<file path="src/rtl/fetch_if.sv">
// Fetch-stage bundle: instruction-memory read port, decoder-side controls and
// the presented instruction. master = fetch unit, slave = memory/decoder side.
interface fetch_if #(
    parameter int PC_WIDTH = 8
) ();
    logic                imem_req;
    logic [PC_WIDTH-1:0] imem_addr;
    logic                imem_valid;
    logic [7:0]          imem_data;
    logic                stall;
    logic                redirect;
    logic [PC_WIDTH-1:0] redirect_pc;
    logic [7:0]          instr;
    logic                force_nop;
    logic [7:0]          imm;
    logic [PC_WIDTH-1:0] instr_pc;

    modport master (
        output imem_req, imem_addr, instr, force_nop, imm, instr_pc,
        input  imem_valid, imem_data, stall, redirect, redirect_pc
    );

    modport slave (
        input  imem_req, imem_addr, instr, force_nop, imm, instr_pc,
        output imem_valid, imem_data, stall, redirect, redirect_pc
    );
endinterface

</file>
<file path="src/rtl/fetch_unit.sv">
// Instruction fetch stage: owns the PC, issues single-outstanding byte reads and
// presents one instruction (with its immediate for 8'h80) per transaction.
module fetch_unit #(
    parameter int                  PC_WIDTH = 8,
    parameter logic [PC_WIDTH-1:0] RESET_PC = {PC_WIDTH{1'b0}}
) (
    input  logic    clk,
    input  logic    rst,
    fetch_if.master bus
);
    localparam logic [7:0] OP_LOAD_NEXT = 8'h80;

    typedef enum logic [2:0] {
        IDLE      = 3'd0,
        FETCH     = 3'd1,
        FETCH_IMM = 3'd2,
        PRESENT   = 3'd3,
        DRAIN     = 3'd4
    } state_t;

    state_t              state_r, state_next_s;
    logic [PC_WIDTH-1:0] pc_r, pc_next_s;
    logic [PC_WIDTH-1:0] instr_pc_r, instr_pc_next_s;
    logic [7:0]          instr_r, instr_next_s;
    logic [7:0]          imm_r, imm_next_s;
    logic [PC_WIDTH-1:0] pc_inc_s;

    assign pc_inc_s = pc_r + PC_WIDTH'(1);

    // Next-state and datapath updates; a redirect overrides all normal progress.
    always_comb begin
        state_next_s    = state_r;
        pc_next_s       = pc_r;
        instr_next_s    = instr_r;
        imm_next_s      = imm_r;
        instr_pc_next_s = instr_pc_r;
        if (bus.redirect) begin
            // A read still in flight must be waited out in DRAIN; its data is never used.
            pc_next_s = bus.redirect_pc;
            case (state_r)
                FETCH, FETCH_IMM, DRAIN: state_next_s = bus.imem_valid ? FETCH : DRAIN;
                default:                 state_next_s = FETCH;
            endcase
        end else begin
            case (state_r)
                IDLE: begin
                    state_next_s = FETCH;
                end
                FETCH: begin
                    if (bus.imem_valid) begin
                        instr_next_s    = bus.imem_data;
                        instr_pc_next_s = pc_r;
                        pc_next_s       = pc_inc_s;
                        state_next_s    = (bus.imem_data == OP_LOAD_NEXT) ? FETCH_IMM : PRESENT;
                    end else begin
                        state_next_s = FETCH;
                    end
                end
                FETCH_IMM: begin
                    if (bus.imem_valid) begin
                        imm_next_s   = bus.imem_data;
                        pc_next_s    = pc_inc_s;
                        state_next_s = PRESENT;
                    end else begin
                        state_next_s = FETCH_IMM;
                    end
                end
                PRESENT: begin
                    state_next_s = bus.stall ? PRESENT : FETCH;
                end
                DRAIN: begin
                    state_next_s = bus.imem_valid ? FETCH : DRAIN;
                end
                default: begin
                    state_next_s = IDLE;
                end
            endcase
        end
    end

    // State and datapath registers with synchronous reset.
    always_ff @(posedge clk) begin
        if (rst) begin
            state_r    <= IDLE;
            pc_r       <= RESET_PC;
            instr_r    <= 8'h00;
            imm_r      <= 8'h00;
            instr_pc_r <= RESET_PC;
        end else begin
            state_r    <= state_next_s;
            pc_r       <= pc_next_s;
            instr_r    <= instr_next_s;
            imm_r      <= imm_next_s;
            instr_pc_r <= instr_pc_next_s;
        end
    end

    // Outputs come straight from registers or a decode of the state register.
    assign bus.imem_req  = (state_r == FETCH) || (state_r == FETCH_IMM);
    assign bus.imem_addr = pc_r;
    assign bus.force_nop = (state_r != PRESENT);
    assign bus.instr     = instr_r;
    assign bus.imm       = imm_r;
    assign bus.instr_pc  = instr_pc_r;
endmodule

</file>
<file path="src/flat_wrapper.sv">
// flat-port wrapper written by rule: the top's interface ports become plain ports
module fetch_unit_flat 
#(
    parameter int                  PC_WIDTH = 8,
    parameter logic [PC_WIDTH-1:0] RESET_PC = {PC_WIDTH{1'b0}}
)
  (clk, rst, bus_imem_req, bus_imem_addr, bus_instr, bus_force_nop, bus_imm, bus_instr_pc, bus_imem_valid, bus_imem_data, bus_stall, bus_redirect, bus_redirect_pc);
  fetch_if #(.PC_WIDTH(PC_WIDTH)) bus_i ();
  input  logic clk;
  input  logic rst;
  output wire logic [$bits(bus_i.imem_req)-1:0] bus_imem_req;
  output wire logic [$bits(bus_i.imem_addr)-1:0] bus_imem_addr;
  output wire logic [$bits(bus_i.instr)-1:0] bus_instr;
  output wire logic [$bits(bus_i.force_nop)-1:0] bus_force_nop;
  output wire logic [$bits(bus_i.imm)-1:0] bus_imm;
  output wire logic [$bits(bus_i.instr_pc)-1:0] bus_instr_pc;
  input wire logic [$bits(bus_i.imem_valid)-1:0] bus_imem_valid;
  input wire logic [$bits(bus_i.imem_data)-1:0] bus_imem_data;
  input wire logic [$bits(bus_i.stall)-1:0] bus_stall;
  input wire logic [$bits(bus_i.redirect)-1:0] bus_redirect;
  input wire logic [$bits(bus_i.redirect_pc)-1:0] bus_redirect_pc;
  assign bus_imem_req = bus_i.imem_req;
  assign bus_imem_addr = bus_i.imem_addr;
  assign bus_instr = bus_i.instr;
  assign bus_force_nop = bus_i.force_nop;
  assign bus_imm = bus_i.imm;
  assign bus_instr_pc = bus_i.instr_pc;
  assign bus_i.imem_valid = bus_imem_valid;
  assign bus_i.imem_data = bus_imem_data;
  assign bus_i.stall = bus_stall;
  assign bus_i.redirect = bus_redirect;
  assign bus_i.redirect_pc = bus_redirect_pc;
  fetch_unit #(.PC_WIDTH(PC_WIDTH), .RESET_PC(RESET_PC)) u_core (.clk(clk), .rst(rst), .bus(bus_i));
endmodule
</file>
<file path="config.mk">
export PLATFORM = sky130hd
export DESIGN_NAME = fetch_unit_flat
export DESIGN_NICKNAME = d
export VERILOG_FILES = /design/src/rtl/fetch_if.sv /design/src/rtl/fetch_unit.sv /design/src/flat_wrapper.sv
export SDC_FILE = /design/constraint.sdc
export NUM_CORES = 1
export LEC_CHECK = 0
export ABC_AREA = 1
export BUFFER_PORTS_ARGS = -buffer_cell sky130_fd_sc_hd__buf_2
export CAP_MARGIN = 5
export CELL_PAD_IN_SITES_DETAIL_PLACEMENT = 1
export CELL_PAD_IN_SITES_GLOBAL_PLACEMENT = 2
export CORE_ASPECT_RATIO = 1.2
export CORE_MARGIN = 5
export CORE_UTILIZATION = 27
export CTS_CLUSTER_DIAMETER = 100
export DETAILED_ROUTE_END_ITERATION = 8
export PLACE_DENSITY = 0.75
export SYNTH_ARGS = -nofsm -noshare
export SYNTH_HDL_FRONTEND = slang
export SYNTH_SLANG_ARGS = --single-unit
</file>
<file path="constraint.sdc">
create_clock -name clk -period 1.4 [get_ports clk]
set_clock_uncertainty 0.1 [all_clocks]
set_input_delay 0 -clock clk [delete_from_list [all_inputs] [get_ports clk]]
set_output_delay 0 -clock clk [all_outputs]
set_load 0.03 [all_outputs]
</file>
# Word level (Yosys, flattened, before mapping)
# Index checks and enable logic that the tools add are counted.
[totals]
regBits = 35
input_bits = 21
out_inout_bits = 34
word_cells = 33
[op_classes]
n_addsub = 1
n_eq_ne = 6
muxes = 11
bitwise = 1
reduce_logical = 9
[op_table]
columns = ["cell", "n"]
rows = [
  ["$mux 8", 3],
  ["$pmux 3 s5", 1],
  ["$mux 3", 4],
  ["$add 8x1->8 const B", 1],
  ["$eq 8x8->1 const B", 1],
  ["$eq 3x2->1 const B", 2],
  ["$reduce_and 3->1", 2],
  ["$reduce_bool 2->1", 2],
  ["$eq 3x1->1 const B", 1],
  ["$eq 3x3->1 const B", 1],
  ["$logic_not 3->1", 1],
  ["$ne 3x2->1 const B", 1],
  ["$reduce_or 3->1", 1],
  ["$mux 1", 2],
  ["$mux 2", 1],
  ["$reduce_and 2->1", 1],
  ["$reduce_or 2->1", 1],
  ["$logic_or 1x1->1", 1],
  ["$not 1->1", 1],
]

# Longest topological paths before layout
# Gate-level depths: netlist of run 1.
[logic_depth]
word_depth = 5
depth_mapped = 8
depth_no_buf = 8

# Worst setup path after synthesis of run 1
# No wires, ideal clock.
[synth_timing]
kind = "register to register"
start = "reg u_core.pc_r[0], in the netlist u_core.bus.imem_addr[0]"
end = "reg u_core.pc_r[4], in the netlist u_core.bus.imem_addr[4]"
setup_ns = 0.064
arrival_time_ns = 1.333
t_required_ns = 1.236
slack_ns = -0.097
stages_incl_launch_ff = 8
path_buffers = 0
period_less_slack_ns = 1.497
cell_sequence = "dfxtp_1 ha_1 nand2_1 o21ai_0 o211ai_2 nand2_1 nor2_1 nor2_1"
[synth_via]
elab_chain_len = 4
[synth_lines]
columns = ["element", "line_no", "source"]
rows = [
  ["start, declared", "fetch_unit.sv:22", "logic [PC_WIDTH-1:0] pc_r, pc_next_s;"],
  ["start signal, assigned", "fetch_unit.sv:91", "pc_r <= pc_next_s;"],
  ["$add 8x1->8", "fetch_unit.sv:28", "assign pc_inc_s = pc_r + PC_WIDTH'(1);"],
  ["$mux 8", "fetch_unit.sv:50, fetch_unit.sv:60", ""],
  ["$mux 8", "--", ""],
  ["$mux 8", "fetch_unit.sv:37", "if (bus.redirect) begin"],
]
# No other way between the ends. The select of a mux whose other input is x is not followed.
# A chain may end at the register's enable or synchronous reset.

# Final worst setup path of run 1
[layout_timing]
start = "reg u_core.state_r[2]"
end = "reg u_core.imm_r[3], in the netlist u_core.bus.imm[3]"
[layout_via]
elab_chain_len = 2
[layout_lines]
columns = ["element", "line_no", "source"]
rows = [
  ["start, declared", "fetch_unit.sv:21", "state_t state_r, state_next_s;"],
  ["start signal, assigned", "fetch_unit.sv:90", "state_r <= state_next_s;"],
  ["$eq 3x2->1", "fetch_unit.sv:45", "case (state_r)"],
  ["$reduce_and 3->1 (no source line)", "--", ""],
  ["end signal, assigned", "fetch_unit.sv:93", "imm_r <= imm_next_s;"],
  ["end, declared", "fetch_unit.sv:25", "logic [7:0] imm_r, imm_next_s;"],
]
# No other way between the ends.

==> run summary, run 1 <==
Outcome: complete, no violations
Drt drc: 0
Half-perimeter wire length after placement: 3762 um
Met2 Wirelength: 2625 um
Top area cells in the synthesized netlist: dfxtp_1, nor2_1, nand2_1
Yosys top cell area share: 42.26%
Setup slack after layout: 0.08662 ns
Die Area: 7813 um2
Via/cell ratio: 4.495
Slew HR: 79.27%
Distinct cells, synth: 29
Critical Path End Type: flop
Tightest Pin Transition: 0.3109 ns
Register area: 714.4 um2
Reg2Reg Setup Slack: 0.09 ns
Peak supply drop: 0.3600 mV
Largest net degree at the start of global routing: 27
Detailed Route WL: 5082 um
Max Fanout on Critical Path: 6
Area Growth Syn to Fin: 45.21%
Antenna cells: 0
Clock Pin Slew Worst Setup and Hold Paths: 0.08 ns
Vias after detailed routing: 1,735
Initial antenna violation count: 0
Endpoints failing setup: 0
Final nets: 325
DR iter-0 viols: 53
Post-Syn Area per Cell: 7.434 um2
Multi-input logic area: 833.3 um2
Global-route wire length before repair: 8038 um
Synth cell count leaders: nor2_1, dfxtp_1, nand2_1
Gr usage total: 13.28%
Mapped Nets: 245
Total power: 0.002489 W
Share of post-route cells with drive strength above 1: 35.86%
First drt pass iteration count: 4
Dominant synthesized flop cell: dfxtp_1
Top Ports: 55
# rows: 31
Synth async-reset ratio: 0%
Longest Clk Path Bufs: 2
WP data arrival: 1.44 ns
Worst min path class: input pin to flop
Maximum clock frequency: 761.4 MHz
Number of global-route vias before repair: 1,738
Mapped Cells: 223
Count leader, synth: nor2_1
Max Slew Vio Count: 0
Clock buffer count from CTS: 5
Max-Cap Viols: 0
Root buffer cell: clkbuf_8
Post-synthesis register bit count: 35
Worst Setup Start Kind: flop
Die X: 81.53 um
Met3 WL: 248 um
Static leakage: 1.131 nW
Total core area: 6012 um2
# port buffers: 54
Synth warnings: 0
RSZ-0062 raised after global routing: yes
Period utilization: 93.81%
EDFF count, synth: 0
Critical Path RT: 1.53 ns
CTS Sinks: 35
Power per cell area: 1034 nW/um2
Initial Util: 27.58%
Grt ovf: 0
Filler instances: 748
Critical path type: flop to flop
CTS tree: built
Max layer used: met4
GP Congestion: 0.8472
Post-synthesis sequential area ratio: 42.26%
Final ANT Viol Nets: 0
Pre-CTS setup slack: 0.01199 ns
Post-Syn Area: 1658 um2
M1 WL: 2151 um
Final Critical Period: 1.313 ns
Drt wl/cell: 13.17 um
Yosys top cell by area: dfxtp_1
Clk_lat worst skew: 0.29 ns
Endpoints failing hold: 0
# H-tree levels: 2
Chip Height: 95.84 um
-- worst max-delay path: stages (launching register included) --
cell and delay [ns]:
dfxtp_2 0.34, inv_4 0.09, nand3_4 0.10, nor3_4 0.19, buf_4 0.15, buf_12 0.10
o21ai_0 0.06, a21oi_1 0.12
-- logic make-up after synthesis --
family | Yosys count | synth area share (%)
and+or+nand+nor | 99 | 27.02
AOI/OAI and AO/OA | 56 | 19.70
DFF | 35 | 42.26
buffers and inverters | 31 | 9.735
xor gates and xnor gates | 1 | 0.5284
adders and majority gates | 1 | 0.7546
-- power by group --
part,switching (W),internal [W]
sequential,0.0000491,0.00105
combinational,0.000294,0.000173
clock,0.000394,0.000530
total,0.000738,0.00175
-- per-stage QoR --
stage	util [%]	cells	hold WS, ns	setup TNS, ns	instance area, um2
after floorplan	-	223	-0.03835	0	1660
after global placement	33.36	355	0.1732	0	2006
after detailed placement	33.36	355	0.1774	0	2006
final	40.04	386	0.02003	0	2407
after CTS	38.23	381	0.02678	0	2298
after global routing	40.04	386	0.06797	-0.02788	2407
-- metal layers --
| layer | vias up | global-route usage, % |
|---|---|---|
| met3 | 5 | 2.715 |
| met4 | 0 | 4.225 |
| met1 | 801 | 15.63 |
| met5 | - | 0 |
| li1 | 888 | - |
| met2 | 41 | 23.78 |
-- cells in the final DEF (no fill, tap or decap), types with 6 or more instances in the layout --
| master | netlist | routed |
|---|---|---|
| dfxtp_1 | 35 | 28 |
| inv_1 | 15 | 15 |
| buf_2 | 2 | 54 |
| o21ai_0 | 20 | 19 |
| nor2_1 | 40 | 40 |
| nand2_1 | 34 | 32 |
| a21oi_1 | 16 | 14 |
| dlygate4sd3_1 | 0 | 18 |
| inv_2 | 6 | 6 |
| o21ai_1 | 8 | 9 |
| buf_4 | 0 | 7 |
| a21oi_2 | 5 | 7 |
| nand3_1 | 12 | 12 |
-- cell type report --
cell class                      count  share of cell area, %
Clock buffer                        5                  2.859
Timing Repair Buffer               81                  22.77
Tap cell                           82                  4.262
Multi-Input combinational cell    157                  34.62
Sequential cell                    35                  29.68
Inverter                           23                  4.002
Clock inverter                      3                  1.819
-- worst paths after layout --
path / startpoint / end / cells past startpoint
setup / recovery: u_core.state_r[2] / u_core.bus.imm[3] / 7
hold / removal: bus_imem_valid / u_core.state_r[2] / 4
setup reg to reg: u_core.state_r[2] / u_core.bus.imm[3] / 7
hold reg to reg: u_core.bus.instr[6] / u_core.bus.instr[6] / 2
-- state kept, by name, indices dropped and copies added, names as in the netlist --
register / flops
u_core.bus.imem_addr: 8
u_core.bus.imm: 8
u_core.bus.instr: 8
u_core.bus.instr_pc: 8
u_core.state_r: 3
-- what timing repair did --
item,CTS,global route
endpoints found under the setup margin,1,22
hold buffers,18,0
gates resized for setup,1,17
setup buffers,0,4
pin swaps,0,4
endpoints found under the hold margin,27,0
cloned,0,1
Power figures use the tool's default switching activity.
==> run 2: changes to the inputs <==
==> constraint.sdc (replaced) <==
create_clock -name clk -period 1.4 [get_ports clk]
set_clock_uncertainty 0.1 [all_clocks]
set_input_delay 0.28 -clock clk [delete_from_list [all_inputs] [get_ports clk]]
set_output_delay 0.28 -clock clk [all_outputs]
set_load 0.03 [all_outputs]
==> run 2 against run 1 <==
The run now ends with setup timing left; sequential share of layout area increased by 2.3 points; sequential power about the same; total power decreased by 7.6%; critical path type is now flop to primary output; wire length decreased by 4.2%; worst setup slack got worse by 0.12 ns; worst hold slack improved by 0.14 ns; non-clock buffer count decreased by 15; combinational power decreased by 0.9%; global-route usage decreased by 0.27 points.
==> run summary, run 2 (synthesis results as in run 1) <==
Clock buffer count from CTS: 5
CP peak stage delay: 0.38 ns
Clock Pin Slew Worst Setup and Hold Paths: 0.08 ns
Slowest CP cell: dfxtp_4
Switch share: 32.30%
Die X: 81.53 um
Max Slew Vio Count: 0
Maximum clock frequency: 697.0 MHz
Hold buffers post-CTS: 0
Hold Path Origin: bus_imem_data[1]
Setup slack after layout: -0.03471 ns
# H-tree levels: 2
Peak supply drop: 0.4131 mV
# rows: 31
Worst Setup Start Kind: flop
Logic pwr share: 20.2%
Final Critical Period: 1.435 ns
Static leakage: 1.062 nW
Finished Core Util: 37.63%
Area Growth Syn to Fin: 36.45%
Half-perimeter wire length after placement: 3773 um
Most frequent cells in the layout: buf_2, nor2_1, nand2_1
Clock power share: 32.2%
Vias after detailed routing: 1,687
Outcome: finished with violations
Detailed Route WL: 4867 um
Sequential fraction of design power: 47.7%
RSZ-0062 raised after global routing: yes
Commonest non-fill, non-tap cell in the layout: buf_2
Antenna cells: 0
Max Fanout on Critical Path: 4
Critical path type: flop to primary output
Pre-CTS setup slack: 0.01482 ns
Worst min path class: input pin to flop
Clk_lat worst skew: 0.29 ns
Share of post-route cells with drive strength above 1: 40.14%
Gr usage total: 13.00%
P_int: 0.001556 W
Endpoints failing hold: 0
Dpl cells: 358
Critical path, cell by cell: inv_4, nand3_4, nand2_4, buf_6
Worst reg2reg startpoint: u_core.bus.imem_addr[4]
Failing checks: setup timing
DR iter-0 viols: 45
Critical Path End Type: primary output
First drt pass iteration count: 4
Setup TNS: -0.03471 ns
CTS Sinks: 35
Die Area: 7813 um2
Number of global-route vias before repair: 1,665
Period utilization: 102.5%
Slew HR: 81.51%
# port buffers: 54
Drt drc: 0
Max-Cap Viols: 0
WP data arrival: 1.05 ns
Worst Setup SP: u_core.state_r[0]
CTS tree: built
Power per cell area: 1016 nW/um2
Drt wl/cell: 13.12 um
Grt ovf: 0
NetSw: 0.0007424 W
Tightest Pin Transition: 0.2764 ns
Root buffer cell: clkbuf_8
Endpoints failing setup: 1
Via/cell ratio: 4.547
Largest net degree at the start of global routing: 27
Final ANT Viol Nets: 0
Initial Util: 27.58%
Final non-filler cell total: 371
Longest Clk Path Bufs: 2
Total power: 0.002299 W
Critical Path RT: 1.02 ns
Total core area: 6012 um2
Final nets: 310
Global-route wire length before repair: 7900 um
Top Ports: 55
Initial antenna violation count: 0
Chip Height: 95.84 um
GP Congestion: 0.8468
run 2: cell types whose count changed in the layout (fill, tap and decap cells not counted), moves of 2 or more:
cell,change
dlygate4sd3_1,-18
clkinvlp_4,+2
buf_4,+4
dfxtp_2,-2
nor2_1,-2
nand2_4,+2
buf_6,+2
dfxtp_4,+3
buf_2,-2
run 2: area by class of cell:
class	count	area, um2
clock buffer	5	68.82
clock inverter	3	20.02
fill	769	3750
inverter	23	103.9
multi-input combinational	157	858.3
sequential	35	723.2
tap	82	102.6
timing repair buffer	66	385.4
run 2: per-stage QoR:
| stage | cell area (um2) | hold slack [ns] |
|---|---|---|
| 6_report | 2262 | 0.1565 |
| 5_1_grt | 2262 | 0.1571 |
| 4_1_cts | 2206 | 0.1494 |
| 3_5_place_dp | 2028 | 0.3723 |
| 3_3_place_gp | 2028 | 0.3627 |
| 2_1_floorplan | 1660 | 0.2417 |
run 2: worst max-delay path: cells and delay by family (launching register included):
kind | cells | cell delay, ns
flip-flops | 1 | 0.38
buffers and inverters | 2 | 0.20
AND/OR/NAND/NOR | 2 | 0.18
run 2: layer usage:
| layer | GRT usage (%) | vias up | part of all wire [%] |
|---|---|---|---|
| met5 | 0 | - | 0 |
| met3 | 3.184 | 12 | 5.7 |
| met1 | 15.74 | 772 | 44 |
| met2 | 22.35 | 43 | 49 |
| li1 | - | 860 | - |
| met4 | 4.225 | 0 | 2.2 |
run 2: path summary, 6_finish.rpt:
path / endpoint / slack [ns] / cells after the start
max: bus_imem_req / -0.03 / 4
min: u_core.bus.instr[1] / 0.16 / 3
max reg2reg: u_core.bus.imem_addr[5] / 0.05 / 5
min reg2reg: u_core.bus.instr_pc[1] / 0.38 / 2
run 2: power groups by stage:
stage               sequential, W  clock [W]  combinational (W)
floorplan                 0.00120          0           0.000203
global placement          0.00112          0           0.000423
detailed placement        0.00112          0           0.000428
CTS                       0.00110   0.000764           0.000455
global route              0.00111   0.000806           0.000514
finish                    0.00110   0.000739           0.000463
run 2: what timing repair did:
item | in CTS | in global routing
endpoints found under the setup margin | 2 | 20
buffers inserted | 3 | 2
pin swaps | 1 | 2
gates resized for setup | 20 | 16
==> run 3: changes to the inputs <==
--- a/config.mk
+++ b/config.mk
@@ -12,10 +12,10 @@
 export CELL_PAD_IN_SITES_GLOBAL_PLACEMENT = 2
 export CORE_ASPECT_RATIO = 1.2
 export CORE_MARGIN = 5
-export CORE_UTILIZATION = 27
+export CORE_UTILIZATION = 29
 export CTS_CLUSTER_DIAMETER = 100
 export DETAILED_ROUTE_END_ITERATION = 8
-export PLACE_DENSITY = 0.75
+export PLACE_DENSITY = 0.8
 export SYNTH_ARGS = -nofsm -noshare
 export SYNTH_HDL_FRONTEND = slang
 export SYNTH_SLANG_ARGS = --single-unit
==> constraint.sdc (replaced) <==
create_clock -name clk -period 1.7 [get_ports clk]
set_clock_uncertainty 0.1 [all_clocks]
set_input_delay 0.34 -clock clk [delete_from_list [all_inputs] [get_ports clk]]
set_output_delay 0.34 -clock clk [all_outputs]
set_load 0.03 [all_outputs]
==> run 3 against run 2 <==
The run now ends clean; sequential power fell by 18%; via count fell by 3.3%; non-clock buffer count fell by 9; total power fell by 13%; critical path type unchanged; critical endpoint unchanged.
==> run summary, run 3 (synthesis results as in run 1) <==
GP Congestion: 0.7792
Hold buffers post-CTS: 0
Top Ports: 55
Via/cell ratio: 4.741
Grt ovf: 0
Die Area: 7335 um2
Number of cells on the worst reg-to-reg path: 7
# rows: 30
Tightest Pin Transition: 0.2894 ns
Share of post-route cells with drive strength above 1: 33.21%
Initial antenna violation count: 0
Number of global-route vias before repair: 1,677
Hold slack: 0.2167 ns
Static leakage: 1.015 nW
Setup TNS: 0 ns
Largest net degree at the start of global routing: 27
Outcome: complete, no violations
Clk_lat worst skew: 0.28 ns
Worst min path class: input pin to flop
Clock buffer count from CTS: 5
Worst Setup SP: u_core.state_r[2]
Commonest non-fill, non-tap cell in the layout: buf_2
Reg2Reg Setup Slack: 0.28 ns
Area Growth Syn to Fin: 26.11%
DR iter-0 viols: 55
CTS Sinks: 35
Final Critical Period: 1.623 ns
Critical path type: flop to primary output
Initial Util: 29.64%
Finished Core Util: 37.38%
Die X: 79.02 um
Post-CTS sizing: 0
Power per cell area: 955.2 nW/um2
Max Slew Vio Count: 0
Total power: 0.001997 W
Max Fanout on Critical Path: 6
Global-route wire length before repair: 7838 um
Slew HR: 80.71%
Worst reg2reg startpoint: u_core.bus.imem_addr[1]
Worst Setup Start Kind: flop
Worst hold path depth: 2
Gr usage total: 13.36%
Clock Pin Slew Worst Setup and Hold Paths: 0.08 ns
FF-to-FF End: u_core.bus.imem_addr[4]
Peak supply drop: 0.3052 mV
Root buffer cell: clkbuf_8
Longest Clk Path Bufs: 2
Final nets: 301
Period utilization: 95.48%
Antenna cells: 0
Vias after detailed routing: 1,631
WP data arrival: 1.18 ns
Drt drc: 0
Detailed Route WL: 4707 um
Total core area: 5593 um2
RSZ-0062 raised after global routing: no
CTS tree: built
Half-perimeter wire length after placement: 3719 um
Max-Cap Viols: 0
Final ANT Viol Nets: 0
First drt pass iteration count: 4
Critical Path End Type: primary output
Maximum clock frequency: 616.1 MHz
Drt wl/cell: 13.68 um
Chip Height: 92.83 um
Critical Path RT: 1.26 ns
# H-tree levels: 2
Most frequent cells in the layout: buf_2, nor2_1, nand2_1
Endpoints failing hold: 0
Endpoints failing setup: 0
CP endpoint: bus_imem_req
# port buffers: 54
Number of setup buffers added after CTS: 0
==> run 3: cell count changes in the layout (fill, tap and decap cells not counted), moves of 2 or more <==
cell / delta
nand2_1: +3
nand3_2: +2
dfxtp_4: -5
nor2_1: +2
buf_4: -9
buf_6: -2
dfxtp_1: +6
nand2_4: -3
nand3_4: -2
clkinvlp_4: -2
==> run 3: how the worst min path moves through the flow <==
stage	start	end
2_1_floorplan	rst	u_core.bus.imem_addr[0]
3_3_place_gp	u_core.bus.instr[6]	u_core.bus.instr[6]
3_5_place_dp	u_core.bus.instr[5]	u_core.bus.instr[5]
4_1_cts	rst	u_core.bus.imem_addr[0]
5_1_grt	rst	u_core.bus.imem_addr[5]
6_report	rst	u_core.bus.imem_addr[0]
==> run 3: through the flow <==
stage / instances / cell area [um2] / setup slack (ns)
floorplan: 223 / 1658 / 0.2028
global placement: 336 / 1973 / 0.2647
detailed placement: 336 / 1973 / 0.2176
CTS: 344 / 2086 / 0.05615
global route: 344 / 2091 / 0.002575
finish: 344 / 2091 / 0.07687
==> run 3: area by class of cell <==
class | instances | area (um2)
clock buffers | 5 | 68.82
multi-input cells | 157 | 795.8
flip-flops and latches | 35 | 703.2
well taps | 64 | 80.08
clock inverters | 3 | 43.79
repair buffers | 57 | 307.8
fillers | 736 | 3502
inverters | 23 | 91.34
==> run 3: metal layers <==
layer	global-route usage [%]	routed length, um	share of wire (%)
met1	15.99	2034	43
met2	22.82	2358	50
met3	3.794	264	5.6
met4	4.298	50	1.1
met5	0	0	0
==> run 3: where the power goes <==
group	switching (W)	total (W)	internal (W)
logic	0.000232	0.000343	0.000111
registers	0.0000372	0.000899	0.000862
clock network	0.000319	0.000755	0.000437
==> run 3: critical path, cell delays in order, from the launching register on <==
cell      delay (ns)
dfxtp_1         0.35
inv_4           0.10
nand3_2         0.12
nand2_1         0.13
clkbuf_4        0.20
